File: src/rtl/bcd_convert_ctrl_pkg.sv
// Shared definitions for the BCD conversion controller.
// Holds the FSM state encoding and the double-dabble cell constants.
// IDLE=0, CONV=1, DONE=2. The encoding 2'd3 is illegal and recovers to IDLE.
package bcd_convert_ctrl_pkg;

  localparam int BCD_DIGIT_W = 4;

  // A digit at or above this value is corrected before the shift. Adding 3
  // first makes the shift (a doubling) carry into the next digit at the
  // right point.
  localparam logic [BCD_DIGIT_W-1:0] ADD3_THRESH = 4'd5;
  localparam logic [BCD_DIGIT_W-1:0] ADD3_OFFSET = 4'd3;

  typedef enum logic [1:0] {
    IDLE = 2'd0,
    CONV = 2'd1,
    DONE = 2'd2
  } state_t;

endpackage

File: src/rtl/bcd_convert_ctrl_if.sv
// Request/result bundle between the ALU result register and the converter.
//
// Handshake: the master raises start with bin_in and signed_mode valid.
// The request is accepted on a rising edge when the converter is not busy
// (IDLE or DONE). A start seen while busy is dropped, not queued. busy is
// high from the cycle after acceptance until completion. done is a
// one-cycle pulse marking that bcd_out and sign were just updated. Both
// results then hold until the next completion.
//
// Signals:
//   start       request a conversion
//   signed_mode 1 = bin_in is two's complement
//   bin_in      value to convert
//   busy        conversion in progress
//   done        single-cycle completion pulse
//   sign        1 = captured value was negative
//   bcd_out     packed BCD, digit 0 in [3:0]
interface bcd_convert_ctrl_if #(
  parameter int WIDTH  = 8,
  parameter int DIGITS = 3
);

  logic                  start;
  logic                  signed_mode;
  logic [WIDTH-1:0]      bin_in;
  logic                  busy;
  logic                  done;
  logic                  sign;
  logic [4*DIGITS-1:0]   bcd_out;

  modport master (
    output start, signed_mode, bin_in,
    input  busy, done, sign, bcd_out
  );

  modport slave (
    input  start, signed_mode, bin_in,
    output busy, done, sign, bcd_out
  );

endinterface

File: src/rtl/bcd_add3_cell.sv
// Double-dabble correction cell for a single BCD digit.
// Combinational. Values of 5 or more get 3 added; all other values pass
// through unchanged.
// Ports:
//   din   4-bit BCD digit before correction
//   dout  4-bit corrected digit
module bcd_add3_cell
  import bcd_convert_ctrl_pkg::*;
(
  input  logic [BCD_DIGIT_W-1:0] din,
  output logic [BCD_DIGIT_W-1:0] dout
);

  assign dout = (din >= ADD3_THRESH) ? (din + ADD3_OFFSET) : din;

endmodule

File: src/rtl/bcd_convert_ctrl.sv
// Sequential double-dabble binary-to-BCD converter.
// Runs one correct-then-shift iteration per clock, giving WIDTH iterations
// per conversion. In signed mode a negative input becomes sign plus
// magnitude.
// Ports:
//   clk        system clock, rising edge
//   rst        synchronous active-high reset
//   bus        slave side of bcd_convert_ctrl_if (start/bin_in in; busy,
//              done, sign and bcd_out out, all registered)
//   fsm_state  current FSM state, for observation
module bcd_convert_ctrl
  import bcd_convert_ctrl_pkg::*;
#(
  parameter int WIDTH  = 8,
  parameter int DIGITS = 3,
  parameter int CNT_W  = 4
) (
  input  logic                clk,
  input  logic                rst,
  bcd_convert_ctrl_if.slave   bus,
  output state_t              fsm_state
);

  localparam int BCD_W = BCD_DIGIT_W * DIGITS;

  generate
    if (WIDTH < 2) begin : g_chk_width
      $error("bcd_convert_ctrl: WIDTH must be >= 2");
    end
    if ((64'd10 ** DIGITS) <= (64'd1 << WIDTH)) begin : g_chk_digits
      $error("bcd_convert_ctrl: DIGITS too small, need 10^DIGITS > 2^WIDTH");
    end
    if ((1 << CNT_W) <= WIDTH) begin : g_chk_cnt
      $error("bcd_convert_ctrl: CNT_W too small, need 2^CNT_W > WIDTH");
    end
  endgenerate

  state_t             state;
  logic [CNT_W-1:0]   cnt;
  logic [BCD_W-1:0]   bcd_sr;
  logic [WIDTH-1:0]   bin_sr;
  logic               sign_r;

  logic [BCD_W-1:0]   bcd_corr;
  logic [BCD_W-1:0]   bcd_next;
  logic [WIDTH-1:0]   mag;
  logic               neg;
  logic               last_iter;
  logic               unused_corr_msb;

  // One correction cell per digit. All cells act on the current BCD field
  // before that field shifts.
  for (genvar g = 0; g < DIGITS; g++) begin : g_cell
    bcd_add3_cell u_cell (
      .din  (bcd_sr  [g*BCD_DIGIT_W +: BCD_DIGIT_W]),
      .dout (bcd_corr[g*BCD_DIGIT_W +: BCD_DIGIT_W])
    );
  end

  // Shift the corrected field left by one and feed in the binary MSB.
  // 10^DIGITS > 2^WIDTH, so the top bit is never set before the shift.
  // Dropping it therefore loses nothing.
  assign bcd_next        = {bcd_corr[BCD_W-2:0], bin_sr[WIDTH-1]};
  assign unused_corr_msb = bcd_corr[BCD_W-1];

  // Unary minus wraps at WIDTH bits. The most negative input maps to itself,
  // which read as unsigned is the correct magnitude (-128 -> 128).
  assign neg       = bus.signed_mode & bus.bin_in[WIDTH-1];
  assign mag       = neg ? -bus.bin_in : bus.bin_in;
  assign last_iter = (cnt == CNT_W'(WIDTH - 1));
  assign fsm_state = state;

  always_ff @(posedge clk) begin
    if (rst) begin
      state       <= IDLE;
      cnt         <= '0;
      bcd_sr      <= '0;
      bin_sr      <= '0;
      sign_r      <= 1'b0;
      bus.busy    <= 1'b0;
      bus.done    <= 1'b0;
      bus.sign    <= 1'b0;
      bus.bcd_out <= '0;
    end else begin
      case (state)
        // DONE accepts a new request exactly as IDLE does, so back-to-back
        // conversions need no gap cycle.
        IDLE, DONE: begin
          bus.done <= 1'b0;
          if (bus.start) begin
            bcd_sr   <= '0;
            bin_sr   <= mag;
            sign_r   <= neg;
            cnt      <= '0;
            bus.busy <= 1'b1;
            state    <= CONV;
          end else begin
            state    <= IDLE;
          end
        end
        CONV: begin
          bcd_sr <= bcd_next;
          bin_sr <= {bin_sr[WIDTH-2:0], 1'b0};
          cnt    <= cnt + CNT_W'(1);
          if (last_iter) begin
            bus.bcd_out <= bcd_next;
            bus.sign    <= sign_r;
            bus.done    <= 1'b1;
            bus.busy    <= 1'b0;
            state       <= DONE;
          end
        end
        default: begin
          bus.busy <= 1'b0;
          bus.done <= 1'b0;
          state    <= IDLE;
        end
      endcase
    end
  end

endmodule
File: src/flat_wrapper.sv
// flat-port wrapper written by rule: the top's interface ports become plain ports
module bcd_convert_ctrl_flat import bcd_convert_ctrl_pkg::*;
#(
  parameter int WIDTH  = 8,
  parameter int DIGITS = 3,
  parameter int CNT_W  = 4
)
  (clk, rst, fsm_state, bus_start, bus_signed_mode, bus_bin_in, bus_busy, bus_done, bus_sign, bus_bcd_out);
  bcd_convert_ctrl_if #(.WIDTH(WIDTH), .DIGITS(DIGITS)) bus_i ();
  input  logic clk;
  input  logic rst;
  output state_t fsm_state;
  input wire logic [$bits(bus_i.start)-1:0] bus_start;
  input wire logic [$bits(bus_i.signed_mode)-1:0] bus_signed_mode;
  input wire logic [$bits(bus_i.bin_in)-1:0] bus_bin_in;
  output wire logic [$bits(bus_i.busy)-1:0] bus_busy;
  output wire logic [$bits(bus_i.done)-1:0] bus_done;
  output wire logic [$bits(bus_i.sign)-1:0] bus_sign;
  output wire logic [$bits(bus_i.bcd_out)-1:0] bus_bcd_out;
  assign bus_i.start = bus_start;
  assign bus_i.signed_mode = bus_signed_mode;
  assign bus_i.bin_in = bus_bin_in;
  assign bus_busy = bus_i.busy;
  assign bus_done = bus_i.done;
  assign bus_sign = bus_i.sign;
  assign bus_bcd_out = bus_i.bcd_out;
  bcd_convert_ctrl #(.WIDTH(WIDTH), .DIGITS(DIGITS), .CNT_W(CNT_W)) u_core (.clk(clk), .rst(rst), .bus(bus_i), .fsm_state(fsm_state));
endmodule
File: config.mk
export PLATFORM = sky130hd
export DESIGN_NAME = bcd_convert_ctrl_flat
export DESIGN_NICKNAME = d
export VERILOG_FILES = /design/src/rtl/bcd_convert_ctrl_pkg.sv /design/src/rtl/bcd_convert_ctrl_if.sv /design/src/rtl/bcd_add3_cell.sv /design/src/rtl/bcd_convert_ctrl.sv /design/src/flat_wrapper.sv
export SDC_FILE = /design/constraint.sdc
export NUM_CORES = 1
export LEC_CHECK = 0
export BUFFER_PORTS_ARGS = -buffer_cell sky130_fd_sc_hd__buf_2
export CORE_ASPECT_RATIO = 0.6
export CORE_MARGIN = 5
export CORE_UTILIZATION = 50
export CTS_CLUSTER_SIZE = 12
export DETAILED_ROUTE_END_ITERATION = 6
export PLACE_DENSITY_LB_ADDON = 0.15
export REMOVE_ABC_BUFFERS = 1
export SETUP_SLACK_MARGIN = 0.02
export SLEW_MARGIN = 10
export SYNTH_ARGS = -nofsm -noshare
export SYNTH_HDL_FRONTEND = slang
export SYNTH_SLANG_ARGS = --single-unit
File: constraint.sdc
create_clock -name clk -period 3.5 [get_ports clk]
set_input_delay 0.175 -clock clk [delete_from_list [all_inputs] [get_ports clk]]
set_output_delay 0.175 -clock clk [all_outputs]
set_load 0.02 [all_outputs]
==> metrics.txt <==
min cycle time layout=1830 ps; area grow syn2layout=9.33%; post-layout instance area=2340 sq um; Diodes inserted=0; post-route clock skew=7.56 ps; Largest stage delay, worst path=740 ps; Leakage=0.000874 uW; drt first pass iters=4; die height=60.7 um; share of cells above drive strength 1=20.1%; final net count=279; routability cong.=0.801; Multi-input gate area=1170 sq um; startpoint class of the critical path=flip-flop; Synth Area in Simple Gates=21.4%; worst slack, placed=1650 ps; outcome=complete, no violations; pwr dens=381 nW/um^2; Total Die Area=5740 sq um; # port buffers=28; arrival time worst endpoint=1970 ps; RSZ-0062 raised after global routing=false; Antenna Nets Post-Route=0; Site Rows=18; first-pass GRT wire length=7.66 mm; R2R setup slack=1670 ps; mux cell area share after synthesis=5.13%; Worst-path clk slew=70 ps; drt drc=0; Core Util, Final=56.9%; endpoints failing setup=0; Storage cell area=841 sq um; GRT overflow=0; largest family of logic cells by synthesized area=simple AND/OR/NAND/NOR gates; mapped cell area=2140 sq um; CP Capture Type=flip-flop; ys async rst share=0%; IO Count=29; Slew Limit Headroom=41.9%; final worst slack=1670 ps; total of max-cap violations=0; sequential share of the synthesized area=39.2%; Hold Path Class=primary input to flip-flop; Yosys warnings=0; Setup CP Type=flip-flop to flip-flop; Syn Area/Cell=9.01 sq um; initial antenna violation count=0; post-synthesis compound-gate area fraction=20.8%; WHS Path Cells=3; routed vias/inst=5.32; placed cell areas=2270 sq um; Post-Synth XOR/XNOR Area=2.45%; worst skew pair latency=290 ps; hold buffer count at CTS=0; Die Span X=94.6 um; Final Hold Viols=0; Max Clock Freq=546 MHz; Synth cell types=42; Syn Inst Count=238; fillers=375; Worst VDD drop=0.000178 V; CTS tree=done; TNS Setup=0 ps; Final HPWL DP=3.24 mm; pin count of the biggest net entering global routing=48; ys flop type=dfxtp_1; most common cell after layout, fill and taps aside=dfxtp_1; Slew @ Worst Pin=870 ps; H-tree levels=2; postcts setup bufs=0; Via Count=1697; Worst Path Required=3640 ps; EDFF count, synth=0; Tot GR Track Use=17.5%; CTS root buffer=clkbuf_8; Initial Util=52.0%; area of the core=4120 sq um; clock sinks=42; worst-path maximum fanout=14; critical-path cell list=nor2b_1, nor2_4, o21ai_0, a21oi_1; Slew Viols, Final=0; total clock buffers created by CTS=5; CTS resizes=0; per-cell routed wire length=14.8 um; period utilization=52.3%; Synth Register Bits=42; Max clock buf depth=2; Worst Reg-to-Reg Cells=4; vias in the first global route=1539; Iteration-0 DRC Markers=94; most frequent cells in the layout=dfxtp_1, buf_2, a21oi_1; crit path max-delay cell type=nor2b_1; Detailed Route WL=4.71 mm; Synth Area in Adders=4.67%
metrics by stage:
stage	instances	hold slack (ps)	power [uW]
2_1_floorplan	224	241	568
3_3_place_gp	312	448	606
3_5_place_dp	312	435	607
4_1_cts	319	155	900
5_1_grt	319	199	931
6_report	319	159	893
cells in the mapped netlist, drive strengths merged, types with 7 or more instances:
cell type | number | area [sq um]
nor2 | 22 | 100
a21oi | 27 | 135
o21ai | 15 | 75.1
o22ai | 11 | 106
ha | 8 | 100
nor3 | 7 | 35.0
dfxtp | 42 | 841
inv | 12 | 45.0
a22oi | 7 | 52.6
nand2b | 13 | 88.8
buf | 10 | 76.3
area by class of cell:
cell class,instances,share of cell area (%)
Sequential cell,42,35.9
Inverter,12,1.92
Multi-Input combinational cell,170,49.8
Timing Repair Buffer,28,5.98
Tap cell,60,3.20
Clock buffer,7,3.26
flip-flops by register name, indices dropped and copies added (netlist names):
name and count:
u_core.bus.bcd_out 12, u_core.cnt 4, u_core.bin_sr 8, u_core.bcd_sr 12, u_core.bus.sign 1, u_core.bus.busy 1
u_core.fsm_state 2, u_core.sign_r 1, u_core.bus.done 1
worst paths after layout:
path                                     from                        endpoint
max          u_core.fsm_state[0]$_SDFFE_PP0P_  u_core.bcd_sr[11]$_SDFFE_PP0P_
min                             bus_bin_in[7]   u_core.bin_sr[7]$_SDFFE_PP0P_
min reg2reg      u_core.bus.done$_SDFFE_PP0P_    u_core.bus.done$_SDFFE_PP0P_
max reg2reg  u_core.fsm_state[0]$_SDFFE_PP0P_  u_core.bcd_sr[11]$_SDFFE_PP0P_
cells by family (layout without fill, tap and decap cells):
logic type | count (synthesis) | count (layout)
flops | 42 | 42
mux | 10 | 10
fa+ha+maj | 8 | 8
buf+inv | 26 | 47
xor+xnor | 6 | 6
compound gates | 70 | 70
simple gates | 76 | 76
critical path: cells and delay by family (launching register included):
family,cells,cell delay [ps]
AOI/OAI and AO/OA,2,290
and+or+nand+nor,2,950
DFF,1,440
report_power, final:
group | internal, uW | leakage (uW) | switching, uW | total, uW
Sequential | 490 | 0.000341 | 12.1 | 502
Clock | 138 | 0.0000383 | 159 | 296
Combinational | 34.8 | 0.000495 | 60.4 | 95.2
per-layer routing:
metal	track usage, %	wire length, um	up-vias
met3	5.33	268	4
li1	-	-	886
met1	26.1	2610	770
met2	24.5	1810	37
met4	4.31	30	0
met5	0	0	-
Note: power is estimated with default switching activity, not from simulation.
